### src/rtl/pipeline_pkg.sv
// Shared pipeline definitions for the hazard scoreboard slice.
// Holds the forwarding-select encoding, the long-op tracker state
// encoding and the architectural zero register index.
package pipeline_pkg;

  // Forward mux select: register file, writeback result, or ALU result in M
  typedef enum logic [1:0] {
    FWD_RF = 2'b00,
    FWD_W  = 2'b01,
    FWD_M  = 2'b10
  } fwd_sel_t;

  // Long-op tracker occupancy
  typedef enum logic {
    LS_IDLE = 1'b0,
    LS_BUSY = 1'b1
  } lsb_state_t;

  // x0 is hardwired to zero: never busy, never forwarded, never stalls
  localparam int REG_ZERO = 0;

endpackage

### src/rtl/long_op_tracker.sv
// Scoreboard for one multi-cycle functional unit with variable latency.
// Ports:
//   clk, rst      clock, synchronous active-high reset
//   issue         a long op issues from E this cycle
//   lat           latency of the issuing op in cycles (0 is treated as 1)
//   rd            destination register of the issuing op
//   busy          per-register pending-write flags (bit 0 never set)
//   longBusy      unit occupied
//   longDone      result valid for writeback this cycle
//   cntNz         remaining-cycle counter is non-zero
module long_op_tracker
  import pipeline_pkg::*;
#(
  parameter int ADDR_WIDTH = 5,
  parameter int NUM_REGS   = 32,
  parameter int LAT_WIDTH  = 3
) (
  input  logic                  clk,
  input  logic                  rst,
  input  logic                  issue,
  input  logic [LAT_WIDTH-1:0]  lat,
  input  logic [ADDR_WIDTH-1:0] rd,
  output logic [NUM_REGS-1:0]   busy,
  output logic                  longBusy,
  output logic                  longDone,
  output logic                  cntNz
);

  lsb_state_t            state, stateNext;
  logic [LAT_WIDTH-1:0]  cnt, cntNext, latEff;
  logic [ADDR_WIDTH-1:0] rdQ, rdQNext;
  logic [NUM_REGS-1:0]   busyNext;
  logic                  accept;

  assign longBusy = (state == LS_BUSY);
  assign cntNz    = (cnt != '0);

  // State register: reset abandons any in-flight op and clears the scoreboard
  always_ff @(posedge clk) begin
    if (rst) begin
      state <= LS_IDLE;
      cnt   <= '0;
      rdQ   <= '0;
      busy  <= '0;
    end else begin
      state <= stateNext;
      cnt   <= cntNext;
      rdQ   <= rdQNext;
      busy  <= busyNext;
    end
  end

  // Next-state logic. The busy bit of the finishing op is cleared before the
  // new op's bit is set, so a back-to-back issue to the same register keeps
  // it marked busy. An issue is only accepted when idle or in the done cycle.
  always_comb begin
    stateNext = state;
    cntNext   = cnt;
    rdQNext   = rdQ;
    busyNext  = busy;
    longDone  = 1'b0;
    accept    = 1'b0;
    latEff    = (lat == '0) ? LAT_WIDTH'(1) : lat;
    case (state)
      LS_IDLE: accept = issue;
      LS_BUSY: begin
        if (cnt == '0) begin
          longDone       = 1'b1;
          busyNext[rdQ]  = 1'b0;
          stateNext      = LS_IDLE;
          accept         = issue;
        end else begin
          cntNext = cnt - LAT_WIDTH'(1);
        end
      end
    endcase
    if (accept) begin
      stateNext = LS_BUSY;
      cntNext   = latEff - LAT_WIDTH'(1);
      rdQNext   = rd;
      if (rd != ADDR_WIDTH'(REG_ZERO)) begin
        busyNext[rd] = 1'b1;
      end
    end
  end

endmodule

### src/rtl/hazard_scoreboard.sv
// Pipeline hazard unit: operand forwarding, load-use stalls, branch flushes
// and a scoreboard for one variable-latency multi-cycle unit.
// Ports:
//   clk, rst             clock, synchronous active-high reset
//   Rs_D, Rs_E           packed source addresses in D and E (src0 in LSBs)
//   RdE, RdM, RdW        destinations in E, M, W
//   RegWriteM/W          M/W instruction writes its destination
//   ResultSrcE0          E instruction is a load
//   PCSrcE               branch/jump taken in E
//   LongOpD              D instruction targets the multi-cycle unit
//   LongIssueE, LongLatE long op issues from E with the given latency
//   ForwardE             per-source forward select (2 bits each)
//   StallF/StallD        hold PC and F/D registers
//   FlushD/FlushE        clear F/D and D/E registers
//   LongBusy, LongDone   multi-cycle unit occupied / result valid
module hazard_scoreboard
  import pipeline_pkg::*;
#(
  parameter int ADDR_WIDTH = 5,
  parameter int NUM_REGS   = 32,
  parameter int NUM_SRC    = 2,
  parameter int LAT_WIDTH  = 3
) (
  input  logic                          clk,
  input  logic                          rst,
  input  logic [NUM_SRC*ADDR_WIDTH-1:0] Rs_D,
  input  logic [NUM_SRC*ADDR_WIDTH-1:0] Rs_E,
  input  logic [ADDR_WIDTH-1:0]         RdE,
  input  logic [ADDR_WIDTH-1:0]         RdM,
  input  logic [ADDR_WIDTH-1:0]         RdW,
  input  logic                          RegWriteM,
  input  logic                          RegWriteW,
  input  logic                          ResultSrcE0,
  input  logic                          PCSrcE,
  input  logic                          LongOpD,
  input  logic                          LongIssueE,
  input  logic [LAT_WIDTH-1:0]          LongLatE,
  output logic [NUM_SRC*2-1:0]          ForwardE,
  output logic                          StallF,
  output logic                          StallD,
  output logic                          FlushD,
  output logic                          FlushE,
  output logic                          LongBusy,
  output logic                          LongDone
);

  localparam logic [ADDR_WIDTH-1:0] ZERO = ADDR_WIDTH'(REG_ZERO);

  logic [NUM_REGS-1:0]   busy;
  logic                  trackBusy, trackDone, cntNz;
  logic                  lwStall, longStall, stall;
  logic [ADDR_WIDTH-1:0] rsD, rsE;

  long_op_tracker #(
    .ADDR_WIDTH(ADDR_WIDTH),
    .NUM_REGS  (NUM_REGS),
    .LAT_WIDTH (LAT_WIDTH)
  ) tracker (
    .clk     (clk),
    .rst     (rst),
    .issue   (LongIssueE),
    .lat     (LongLatE),
    .rd      (RdE),
    .busy    (busy),
    .longBusy(trackBusy),
    .longDone(trackDone),
    .cntNz   (cntNz)
  );

  // Forwarding, stall detection and flush control. M forwarding takes
  // priority over W since it is the younger write. A taken branch kills the
  // instructions a stall would hold, so redirect overrides stall. While in
  // reset the pipeline registers are flushed and everything else is quiet.
  always_comb begin
    ForwardE  = '0;
    lwStall   = 1'b0;
    longStall = 1'b0;
    rsD       = '0;
    rsE       = '0;
    for (int i = 0; i < NUM_SRC; i++) begin
      rsD = Rs_D[i*ADDR_WIDTH +: ADDR_WIDTH];
      rsE = Rs_E[i*ADDR_WIDTH +: ADDR_WIDTH];
      if (RegWriteM && RdM != ZERO && rsE == RdM) begin
        ForwardE[i*2 +: 2] = FWD_M;
      end else if (RegWriteW && RdW != ZERO && rsE == RdW) begin
        ForwardE[i*2 +: 2] = FWD_W;
      end
      if (ResultSrcE0 && RdE != ZERO && rsD == RdE) begin
        lwStall = 1'b1;
      end
      if (rsD != ZERO && busy[rsD]) begin
        longStall = 1'b1;
      end
      if (LongIssueE && RdE != ZERO && rsD == RdE) begin
        longStall = 1'b1;
      end
    end
    if (LongOpD && (LongIssueE || (trackBusy && cntNz))) begin
      longStall = 1'b1;
    end
    stall    = lwStall | longStall;
    StallF   = stall & ~PCSrcE;
    StallD   = stall & ~PCSrcE;
    FlushD   = PCSrcE;
    FlushE   = stall | PCSrcE;
    LongBusy = trackBusy;
    LongDone = trackDone;
    if (rst) begin
      ForwardE = '0;
      StallF   = 1'b0;
      StallD   = 1'b0;
      FlushD   = 1'b1;
      FlushE   = 1'b1;
      LongBusy = 1'b0;
      LongDone = 1'b0;
    end
  end

endmodule
### config.mk
export PLATFORM = sky130hd
export DESIGN_NAME = hazard_scoreboard
export DESIGN_NICKNAME = d
export VERILOG_FILES = /design/src/rtl/pipeline_pkg.sv /design/src/rtl/long_op_tracker.sv /design/src/rtl/hazard_scoreboard.sv
export SDC_FILE = /design/constraint.sdc
export NUM_CORES = 1
export LEC_CHECK = 0
export BUFFER_PORTS_ARGS = -buffer_cell sky130_fd_sc_hd__buf_4
export CAP_MARGIN = 20
export CORE_UTILIZATION = 40
export DETAILED_ROUTE_END_ITERATION = 8
export HOLD_SLACK_MARGIN = 0.08
export PLACE_DENSITY = 0.57
export SKIP_CTS_REPAIR_TIMING = 1
export SYNTH_ARGS = -nofsm -noshare
export SYNTH_HDL_FRONTEND = slang
export SYNTH_SLANG_ARGS = --single-unit
### constraint.sdc
create_clock -name clk -period 3.85 [get_ports clk]
set_input_delay 0.1925 -clock clk [delete_from_list [all_inputs] [get_ports clk]]
set_output_delay 0.1925 -clock clk [all_outputs]
set_load 0.03 [all_outputs]
# Word level (Yosys, flattened, before mapping)
# Cells that the tools add are included.
op_classes:
  n_addsub: 2
  multipliers: 0
  div: 0
  order_cmp: 6
  n_eq_ne: 7
  shifts: 0
  muxes: 40
  n_bitwise: 8
  reduce_logical: 29
ops:
  columns: ["cell", "count"]
  rows:
  - ["$mux W32", 4]
  - ["$and A32 B32 Y32", 1]
  - ["$not A32 Y32", 1]
  - ["$or A32 B32 Y32", 1]
  - ["$eq A5 B5 Y1", 6]
  - ["$reduce_bool A5 Y1", 5]
  - ["$lt A5 B6 Y1 const B", 4]
  - ["$mux W1", 24]
  - ["$logic_and A1 B1 Y1", 18]
  - ["$mux W3", 4]
  - ["$bmux W1 S5", 2]
  - ["$demux W1 S5", 2]
  - ["$ge A5 B1 Y1 const B", 2]
  - ["$logic_not A3 Y1", 2]
  - ["$sub A3 B1 Y3 const B", 2]
  - ["$mux W2", 2]
  - ["$mux W4", 1]
  - ["$reduce_bool A3 Y1", 1]
  - ["$ne A2 B1 Y1 const B", 1]
  - ["$not A1 Y1", 2]
  - ["$or A1 B1 Y1", 2]
  - ["$pmux W1 S2", 1]
  - ["$reduce_and A2 Y1", 1]
  - ["$reduce_bool A2 Y1", 1]
  - ["2 further kinds", 2]
word_totals:
  regBits: 41
  latchBits: 0
  ramBits: 0
  romBits: 0
  in_bits: 46
  output_inout_bits: 10
  wordCells: 96
  memories: 0

# Logic depth before layout (Yosys ltp)
# Gate-level depths: netlist of run 1.
logic_depth:
  ltp_word: 11
  ltp_mapped: 11
  ltp_nobuf: 9

# Cells and area by module
# Synthesis of run 1 repeated with hierarchy kept, for this count alone.
hier_totals:
  cells_unflattened: 337
  hier_area_um2: 3086.7
by_module_without_submodules:
  columns: ["module", "instances", "cells_per_inst", "area_each_um2", "seq_area_each_um2"]
  rows:
  - ["long_op_tracker", 1, 219, 1990.7, 820.8]
  - ["hazard_scoreboard", 1, 118, 1096.1, 0.0]

# Least setup slack after synthesis of run 1
# OpenSTA, ideal clock, no wires.
synth_path:
  path_kind: "input port to output port"
  start: "in RdM[1]"
  end: "out ForwardE[0]"
  arrival_time_ns: 2.108
  required_ns: 3.658
  path_slack_ns: 1.550
  path_stages: 4
  path_buffers: 0
  cell_sequence: "or4_1 > o21ai_0 > nor3_1 > nor4_1"
synth_via:
  elab_chain_len: 5
  word_cells_on_any_way: 6
  cone_classes: "eq/ne: 1; mux: 2; reduce/logical: 3"
synth_rtl:
  columns: ["element", "line", "rtl"]
  rows:
  - ["start, declared", "hazard_scoreboard.sv:29", "input logic [ADDR_WIDTH-1:0] RdM,"]
  - ["$reduce_bool A5 Y1", "hazard_scoreboard.sv:83", "if (RegWriteM && RdM != ZERO && rsE == RdM) begin"]
  - ["$logic_and A1 B1 Y1", "hazard_scoreboard.sv:83", null]
  - ["$logic_and A1 B1 Y1 (*)", "hazard_scoreboard.sv:83", null]
  - ["$mux W2 (*)", "hazard_scoreboard.sv:83", null]
  - ["$mux W4 (*)", "hazard_scoreboard.sv:108", "if (rst) begin"]
  - ["end, declared", "hazard_scoreboard.sv:38", "output logic [NUM_SRC*2-1:0] ForwardE,"]
# Mark *: on every way between the ends. The rest lies on a longest branch, timed or not.

# Worst setup path after layout of run 1
layout_path:
  start: "reg tracker.cnt[0]"
  end: "out StallD"
layout_via:
  elab_chain_len: 8
layout_rtl:
  columns: ["element", "line", "rtl"]
  rows:
  - ["start, declared", "long_op_tracker.sv:30", "logic [LAT_WIDTH-1:0] cnt, cntNext, latEff;"]
  - ["start signal, assigned", "long_op_tracker.sv:47", "cnt <= cntNext;"]
  - ["$reduce_bool A3 Y1", "long_op_tracker.sv:36", "assign cntNz = (cnt != '0);"]
  - ["$logic_and A1 B1 Y1", "hazard_scoreboard.sv:98", "if (LongOpD && (LongIssueE || (trackBusy && cntNz))) begin"]
  - ["$logic_or A1 B1 Y1", "hazard_scoreboard.sv:98", null]
  - ["$logic_and A1 B1 Y1", "hazard_scoreboard.sv:98", null]
  - ["$mux W1", "hazard_scoreboard.sv:98", null]
  - ["$or A1 B1 Y1", "hazard_scoreboard.sv:101", "stall = lwStall | longStall;"]
  - ["$and A1 B1 Y1", "hazard_scoreboard.sv:103", "StallD = stall & ~PCSrcE;"]
  - ["$mux W1", "hazard_scoreboard.sv:108", null]
  - ["end, declared", "hazard_scoreboard.sv:40", "output logic StallD,"]
# Every way passes these cells.

==> impl_metrics.env, run 1 <==
export IMPL_synth_nets=384
export IMPL_finalSetupViolCount=0
export IMPL_syn_area_per_cell_sq_um=8.31
export IMPL_post_place_ws_ps=1600
export IMPL_grtUsageTotal=0.217
export IMPL_synthAdderAreaFrac=0.00447
export IMPL_slew_headroom=0.537
export IMPL_synth_flop_cell="dfxtp_1"
export IMPL_power_density_nw_per_um2=310
export IMPL_ys_ff_latch=41
export IMPL_core_area_sq_um=6790
export IMPL_setup_tns_final_ps=0
export IMPL_synth_warnings=0
export IMPL_synth_top_family_by_area="simple AND/OR/NAND/NOR gates"
export IMPL_io_pins=56
export IMPL_cpPeakStageDelay_ps=610
export IMPL_synth_compound_area_frac=0.186
export IMPL_ys_seq_area_frac=0.293
export IMPL_setup_ws_ps=1290
export IMPL_crit_type="flop to primary output"
export IMPL_routed_via_density=5.57
export IMPL_cts_tree="yes"
export IMPL_dieArea_sq_um=7340
export IMPL_finClkSkew_ps=8.79
export IMPL_path_max_fanout=9
export IMPL_period_share=0.665
export IMPL_holdCritPathClass="input port to flop"
export IMPL_diodes=0
export IMPL_drtAntennaViolNets=0
export IMPL_start_util=0.412
export IMPL_clock_latency_ps=290
export IMPL_r2r_cells=8
export IMPL_p_leak_nw=1.20
export IMPL_dp_hpwl_um=5830
export IMPL_synth_xor_area_share=0.0938
export IMPL_hold_path_depth=3
export IMPL_synthDominantCellAreaShare=0.293
export IMPL_die_w_um=85.7
export IMPL_root_buffer="clkbuf_8"
export IMPL_synth_area_mux_share=0.152
export IMPL_synth_cell_types=44
export IMPL_drtPass1Iterations=4
export IMPL_fmax_mhz=391
export IMPL_cts_max_path_buffers=2
export IMPL_synthCells=337
export IMPL_drc=0
export IMPL_wl_per_cell_um=16.2
export IMPL_drv_slew=0
export IMPL_drt_initial_drc_count=168
export IMPL_overflow=0
export IMPL_crit_chain="o31ai_4 > nand2_1 > a2111oi_0 > a31oi_1 > buf_4"
export IMPL_endpoint_kind="primary output"
export IMPL_yosysTopAreaCell="dfxtp_1"
export IMPL_clock_sinks=41
export IMPL_cts_buffers=5
export IMPL_clk_pin_slew_ps=80
export IMPL_status="finished clean"
export IMPL_totalWireLength_um=7660
export IMPL_maxCapViolCount=0
export IMPL_utilization=0.486
export IMPL_synth_area_top_cells="dfxtp_1 29%, mux4_2 7.2%, a21oi_1 7.1%"
export IMPL_syn_area_sq_um=2800
export IMPL_synth_edf_count=0
export IMPL_portBuffers=55
export IMPL_grt_max_degree=47
export IMPL_hold_viol=0
export IMPL_cp_arrival_ps=2370
export IMPL_syn_to_final_growth_pct=18.0
export IMPL_rsz0062_at_grt="false"
export IMPL_irDropWorstVdd_mv=0.135
export IMPL_vias=2633
export IMPL_required_ps=3660
export IMPL_nets=424
export IMPL_grt_pass1_wl_um=12400
export IMPL_rows=30
export IMPL_h_tree_depth=2
export IMPL_grt_pass1_vias=2435
export IMPL_drive_gt1_frac=0.210
export IMPL_synthSimpleGateAreaFrac=0.218
export IMPL_die_y_um=85.7
export IMPL_period_minus_slack_ps=2560
export IMPL_tightestPinTransition_ps=690
export IMPL_cp_slowest_cell="a2111oi_0"
export IMPL_rrSetupSlack_ps=1590
export IMPL_async_reset_ff_frac=0
export IMPL_start_kind="flop"
export IMPL_place_congestion=0.780
export IMPL_power_mw=1.02
export IMPL_antenna_found_initial=0
==> metal layers <==
layer | wire length [um] | track usage | part of all wire | vias to the layer above
li1 | - | - | - | 1303
met1 | 3580 | 0.297 | 0.47 | 1240
met2 | 3620 | 0.364 | 0.47 | 80
met3 | 354 | 0.0279 | 0.046 | 10
met4 | 99 | 0.0515 | 0.013 | 0
met5 | 0 | 0 | 0 | -
==> metrics by stage <==
step | hold WS (ps) | area, sq um | cells
CTS | 215 | 3300 | 473
detailed placement | 475 | 3200 | 466
global placement | 468 | 3200 | 466
floorplan | 385 | 2800 | 337
global route | 220 | 3300 | 473
finish | 218 | 3300 | 473
==> registers in the layout (all words and copies together), names as in the netlist <==
name,cells
tracker.busy,32
tracker.cnt,3
tracker.longBusy,1
tracker.rdQ,5
==> Yosys cell counts (all sizes together), types with 3 or more instances <==
cell type	number
dfxtp	41
mux2i	11
nor2	14
nor4	4
clkbuf	11
o21ai	37
xor2	20
buf	11
nand3b	4
nor2b	6
or4	4
xnor2	10
nand2b	3
nand3	14
mux2	3
inv	4
nand2	47
mux4	12
nor3	9
a21oi	40
or3	3
nor3b	7
==> cell type report <==
cell class / count / area (sq um)
Clock inverter: 2 / 35.0
Tap cell: 96 / 120
Inverter: 4 / 15.0
Clock buffer: 5 / 68.8
Multi-Input combinational cell: 270 / 1830
Timing Repair Buffer: 55 / 413
Sequential cell: 41 / 821
Fill cell: 668 / 3490
==> critical path, delay by kind of cell, from the launching register on <==
family | cells | cell delay, ps
buf+inv | 1 | 220
flops | 1 | 370
compound gates | 3 | 1200
simple gates | 1 | 280
==> path summary, 6_finish.rpt <==
| check | end | start |
|---|---|---|
| setup / recovery | StallD | tracker.cnt[0]$_SDFFE_PP0P_ |
| hold reg to reg | tracker.busy[0]$_SDFF_PP0_ | tracker.busy[0]$_SDFF_PP0_ |
| setup reg to reg | tracker.cnt[2]$_SDFFE_PP0P_ | tracker.cnt[0]$_SDFFE_PP0P_ |
| hold / removal | tracker.rdQ[1]$_SDFFE_PP0P_ | LongIssueE |
==> cell families (layout without fill, tap and decap cells) <==
logic type,after synthesis,after routing
buffers and inverters,26,66
adders and majority gates,1,1
AOI/OAI and AO/OA,92,92
DFF,41,41
xor gates and xnor gates,30,30
muxes,26,26
and+or+nand+nor,121,121
==> report_power, final <==
group	total, mW	switching, mW	internal, mW
clock	0.340	0.151	0.189
combinational	0.229	0.130	0.0983
sequential	0.456	0.0187	0.437
total	1.02	0.300	0.724
==> placed cells by master (no fill, tap or decap), types with 2 or more instances in the layout <==
cell / count
or3_1: 3
mux2_2: 3
a2111oi_0: 2
o21ai_0: 37
a21oi_1: 40
mux4_1: 3
nand2b_1: 3
nor4_1: 4
inv_1: 4
buf_4: 55
nor3b_2: 2
dfxtp_1: 41
nand3_1: 14
a211oi_1: 2
nor2b_1: 6
mux2i_1: 11
mux4_2: 9
nand3b_1: 4
xnor2_1: 10
nand2_1: 47
clkbuf_8: 5
xor2_1: 20
a31oi_1: 2
or4_1: 4
nor2_1: 14
nor3b_1: 5
o22ai_1: 2
nor3_1: 9
(Power assumes the default switching activity.)
==> run 2, diff against run 1 <==
--- a/config.mk
+++ b/config.mk
@@ -10,7 +10,7 @@
 export CORE_UTILIZATION = 40
 export DETAILED_ROUTE_END_ITERATION = 8
 export HOLD_SLACK_MARGIN = 0.08
-export PLACE_DENSITY = 0.57
+export PLACE_DENSITY = 0.59
 export SKIP_CTS_REPAIR_TIMING = 1
 export SYNTH_ARGS = -nofsm -noshare
 export SYNTH_HDL_FRONTEND = slang
==> constraint.sdc (replaced) <==
create_clock -name clk -period 2.1 [get_ports clk]
set_input_delay 0.105 -clock clk [delete_from_list [all_inputs] [get_ports clk]]
set_output_delay 0.105 -clock clk [all_outputs]
set_load 0.03 [all_outputs]
==> run 2 against run 1 <==
  * The flow now finishes with violations (setup timing)
  * Clock power up 130%
  * Cell area up 4.7%
  * Core utilization up 2.3 points
  * Routed wire length up 4.6%
  * Die area unchanged
  * Flip-flop and latch count unchanged
==> impl_metrics.env, run 2 (synthesized netlist as in run 1, its figures left out) <==
export IMPL_drtPass1Iterations=4
export IMPL_post_place_ws_ps=65.9
export IMPL_cp_arrival_ps=2070
export IMPL_biggestRegsByFlops="tracker.busy: 32 flops, tracker.rdQ: 5 flops, tracker.cnt: 3 flops"
export IMPL_largest_reg_flops=32
export IMPL_totalWireLength_um=8010
export IMPL_cp_common_cell="mux4_2"
export IMPL_violations="setup timing"
export IMPL_tightestPinTransition_ps=539
export IMPL_cp_slowest_cell="mux4_2"
export IMPL_irDropWorstVdd_mv=0.313
export IMPL_grt_pass1_vias=2548
export IMPL_dieArea_sq_um=7340
export IMPL_endpoint_kind="primary output"
export IMPL_drive_gt1_frac=0.271
export IMPL_dp_hpwl_um=6040
export IMPL_finClkSkew_ps=11.3
export IMPL_crit_chain="mux4_2 > mux4_2 > a22oi_2 > a31oi_2 > buf_6"
export IMPL_portBuffers=55
export IMPL_place_congestion=0.789
export IMPL_diodes=0
export IMPL_final_cell_mix="62 x buf_4, 47 x nand2_1, 40 x a21oi_1, 36 x o21ai_0, 33 x dfxtp_1"
export IMPL_setup_ws_ps=-72.3
export IMPL_p_leak_nw=1.26
export IMPL_drtAntennaViolNets=0
export IMPL_cts_max_path_buffers=2
export IMPL_grtUsageTotal=0.228
export IMPL_die_y_um=85.7
export IMPL_h_tree_depth=2
export IMPL_cpPeakStageDelay_ps=470
export IMPL_drt_initial_drc_count=197
export IMPL_maxCapViolCount=0
export IMPL_antenna_found_initial=0
export IMPL_holdCritPathClass="input port to flop"
export IMPL_grt_pass1_wl_um=13000
export IMPL_required_ps=2000
export IMPL_root_buffer="clkbuf_8"
export IMPL_layout_commonest_cell="buf_4"
export IMPL_finalSetupViolCount=3
export IMPL_start_util=0.412
export IMPL_start_kind="flop"
export IMPL_grt_max_degree=31
export IMPL_period_share=1.03
export IMPL_clock_latency_ps=300
export IMPL_drv_slew=0
export IMPL_cts_tree="yes"
export IMPL_fmax_mhz=460
export IMPL_power_mw=2.07
export IMPL_die_w_um=85.7
export IMPL_rrSetupSlack_ps=230
export IMPL_clk_pin_slew_ps=90
export IMPL_rows=30
export IMPL_status="finished with violations"
export IMPL_slew_headroom=0.640
export IMPL_wl_per_cell_um=16.5
export IMPL_rsz0062_at_grt="true"
export IMPL_vias=2669
export IMPL_period_minus_slack_ps=2170
export IMPL_core_area_sq_um=6790
export IMPL_routed_via_density=5.51
export IMPL_drc=0
export IMPL_nets=434
export IMPL_top_register="tracker.busy"
export IMPL_overflow=0
export IMPL_cts_buffers=5
export IMPL_hold_viol=0
export IMPL_syn_to_final_growth_pct=23.6
export IMPL_crit_type="flop to primary output"
export IMPL_path_max_fanout=3
export IMPL_clock_sinks=41
export IMPL_io_pins=56
export IMPL_power_density_nw_per_um2=597
-- run 2: cell count changes in the layout (fill, tap and decap cells not counted), sizes merged --
cell / before / now
buf: 55 / 65
bufinv: 1 / 2
clkinv: 1 / 0
inv: 4 / 5
-- run 2: worst paths after layout --
kind,startpoint,depth (start not counted),endpoint
worst max-delay path,tracker.busy[22]$_SDFF_PP0_,5,StallF
worst min-delay path,rst,2,tracker.rdQ[3]$_SDFFE_PP0P_
worst max register to register,tracker.cnt[2]$_SDFFE_PP0P_,8,tracker.cnt[2]$_SDFFE_PP0P_
worst min register to register,tracker.busy[30]$_SDFF_PP0_,2,tracker.busy[30]$_SDFF_PP0_
-- run 2: per-layer routing --
metal  vias to the layer above  GRT usage  part of all wire
li1                       1316          -                 -
met1                      1254      0.296              0.45
met2                        90      0.401              0.50
met3                         9     0.0327             0.049
met4                         0     0.0545            0.0084
met5                         -          0                 0
-- run 2: report_power, final --
group,internal [mW],switching [mW],total [mW]
Clock,0.479,0.292,0.771
Combinational,0.204,0.259,0.462
Sequential,0.802,0.0320,0.834
-- run 2: layout make-up --
cell class | count | area, sq um
Timing Repair Buffer | 65 | 499
Fill cell | 669 | 3330
Multi-Input combinational cell | 270 | 1860
Sequential cell | 41 | 831
Inverter | 4 | 15.0
Clock inverter | 3 | 68.8
Clock buffer | 5 | 68.8
Tap cell | 96 | 120
-- run 2: per-stage QoR --
step | TNS, ps | instance area (sq um) | hold slack, ps | utilization | instances
finish | -206 | 3460 | 135 | 0.509 | 484
global route | -462 | 3460 | 136 | 0.509 | 484
CTS | -813 | 3430 | 133 | 0.505 | 484
detailed placement | 0 | 3300 | 450 | 0.485 | 476
global placement | 0 | 3300 | 442 | 0.485 | 476
floorplan | 0 | 2820 | 298 | - | 337
-- run 2: worst max-delay path: cells and delay by family, from the launching register on --
kind                   cells  cell delay (ps)
muxes                      2              920
AOI/OAI and AO/OA          2              330
buffers and inverters      1              170
DFF                        1              340
==> run 3, diff against run 2 <==
==> constraint.sdc (replaced) <==
create_clock -name clk -period 2.1 [get_ports clk]
set_input_delay 0.63 -clock clk [delete_from_list [all_inputs] [get_ports clk]]
set_output_delay 0.63 -clock clk [all_outputs]
set_load 0.03 [all_outputs]
==> run 3 against run 2 <==
  * The run still ends with setup timing left
  * Worst hold slack improved by 360 ps
  * Via count increased by 9.3%
  * Highest routed layer unchanged
  * Critical path type is now input port to primary output
  * Combinational power increased by 31%
==> impl_metrics.env, run 3 (synthesized netlist as in run 1, its figures left out) <==
export IMPL_clock_sinks=41
export IMPL_combPwrFrac=0.309
export IMPL_io_pins=56
export IMPL_layout_commonest_cell="buf_4"
export IMPL_drtAntennaViolNets=0
export IMPL_start_kind="input port"
export IMPL_final_cell_mix="107 x buf_4, 47 x nand2_1, 41 x dfxtp_1, 40 x a21oi_1, 35 x o21ai_0"
export IMPL_finalInstanceArea_sq_um=4080
export IMPL_path_max_fanout=5
export IMPL_die_y_um=85.7
export IMPL_clock_latency_ps=290
export IMPL_cp_common_cell="mux4_2"
export IMPL_slew_headroom=0.692
export IMPL_grt_max_degree=36
export IMPL_pwr_share_clk=0.267
export IMPL_portBuffers=55
export IMPL_place_congestion=0.917
export IMPL_diodes=0
export IMPL_endpoint_kind="primary output"
export IMPL_start_util=0.412
export IMPL_cts_tree="yes"
export IMPL_multi_input_area_sq_um=1980
export IMPL_power_frac_seq=0.424
export IMPL_placedCellCount=539
export IMPL_rsz0062_at_grt="true"
export IMPL_intPower_mw=1.36
export IMPL_cts_max_path_buffers=2
export IMPL_switching_share=0.300
export IMPL_rows=30
export IMPL_die_w_um=85.7
export IMPL_biggestRegsByFlops="tracker.busy: 32 flops, tracker.rdQ: 5 flops, tracker.cnt: 3 flops"
export IMPL_nFillCells=626
export IMPL_finalSetupViolCount=7
export IMPL_drv_slew=0
export IMPL_drive_gt1_frac=0.387
export IMPL_period_minus_slack_ps=2870
export IMPL_finClkSkew_ps=2.33
export IMPL_totalWireLength_um=8780
export IMPL_dieArea_sq_um=7340
export IMPL_routed_via_density=5.34
export IMPL_clk_pin_slew_ps=70
export IMPL_violations="setup timing"
export IMPL_cp_slowest_cell="mux4_2"
export IMPL_core_area_sq_um=6790
export IMPL_largest_reg_flops=32
export IMPL_irDropWorstVdd_mv=0.391
export IMPL_setup_ws_ps=-769
export IMPL_syn_to_final_growth_pct=45.8
export IMPL_utilization=0.601
export IMPL_hold_viol=0
export IMPL_placed_area_sq_um=3840
export IMPL_cp_arrival_ps=2240
export IMPL_nets=497
export IMPL_rrSetupSlack_ps=200
export IMPL_status="finished with violations"
export IMPL_root_buffer="clkbuf_8"
export IMPL_top_register="tracker.busy"
export IMPL_dp_hpwl_um=6960
export IMPL_vias=2917
export IMPL_holdCritPathClass="flop to flop"
export IMPL_cpPeakStageDelay_ps=480
export IMPL_h_tree_depth=2
export IMPL_period_share=1.37
export IMPL_grtUsageTotal=0.249
export IMPL_overflow=0
export IMPL_p_leak_nw=1.61
export IMPL_final_cell_count_no_fill=546
export IMPL_power_density_nw_per_um2=478
export IMPL_fmax_mhz=349
export IMPL_crit_chain="buf_12 > mux4_2 > mux4_2 > a22oi_2 > nand4b_1 > buf_6"
export IMPL_maxCapViolCount=0
export IMPL_grt_pass1_wl_um=14100
export IMPL_grt_pass1_vias=2770
export IMPL_wl_per_cell_um=16.1
export IMPL_worst_path_buf_inv=2
export IMPL_crit_family="multiplexers"
export IMPL_drtPass1Iterations=5
export IMPL_required_ps=1470
export IMPL_drt_initial_drc_count=158
export IMPL_cts_buffers=5
export IMPL_crit_type="input port to primary output"
export IMPL_drc=0
export IMPL_seq_area_sq_um=821
export IMPL_antenna_found_initial=0
export IMPL_tightestPinTransition_ps=461
export IMPL_p_switching_uw=586
==> run 3: cell count changes in the layout (fill, tap and decap cells not counted), moves of 3 or more <==
cell | previous run | this run
xnor2_2 | 0 | 6
dfxtp_2 | 8 | 0
dfxtp_1 | 33 | 41
buf_6 | 3 | 19
xnor2_1 | 10 | 4
buf_4 | 62 | 107
nor4_4 | 0 | 3
==> run 3: worst min-delay path, cell delays in order, from the launching register on <==
cell,delay (ps)
dfxtp_1,320
o21ai_0,70
a21oi_1,60
==> run 3: power by group through the flow <==
| stage | logic, mW | registers (mW) | clock network [mW] |
|---|---|---|---|
| after floorplan | 0.305 | 0.842 | 0 |
| after global placement | 0.563 | 0.845 | 0 |
| after detailed placement | 0.569 | 0.845 | 0 |
| after CTS | 0.571 | 0.826 | 0.523 |
| after global routing | 0.653 | 0.831 | 0.566 |
| final | 0.604 | 0.827 | 0.520 |
==> run 3: stage by stage <==
stage / power (mW) / hold WS, ps / setup TNS, ps / setup slack, ps
after CTS: 1.92 / 501 / -4260 / -840
after global placement: 1.41 / 480 / -4120 / -806
after detailed placement: 1.41 / 491 / -4230 / -841
final: 1.95 / 495 / -3710 / -769
after floorplan: 1.15 / 453 / -3390 / -800
after global routing: 2.05 / 517 / -3980 / -832
==> run 3: metal layers <==
metal  wire length (um)  track usage  vias to the layer above
li1                   -            -                     1441
met1               3860        0.339                     1368
met2               4250        0.417                      102
met3                610       0.0472                        6
met4                 53       0.0409                        0
met5                  0            0                        -
==> run 3: layout make-up <==
type	count	share of cell area
inverters	4	0.00368
well taps	96	0.0294
repair buffers	128	0.259
clock buffers	7	0.0212
flip-flops and latches	41	0.201
multi-input cells	270	0.486
==> run 3: final timing paths <==
path,start,to,cells after the start
min reg2reg,tracker.busy[9]$_SDFF_PP0_,tracker.busy[9]$_SDFF_PP0_,2
max,Rs_D[6],FlushE,6
max reg2reg,tracker.cnt[0]$_SDFFE_PP0P_,tracker.cnt[2]$_SDFFE_PP0P_,9
min,tracker.busy[9]$_SDFF_PP0_,tracker.busy[9]$_SDFF_PP0_,2
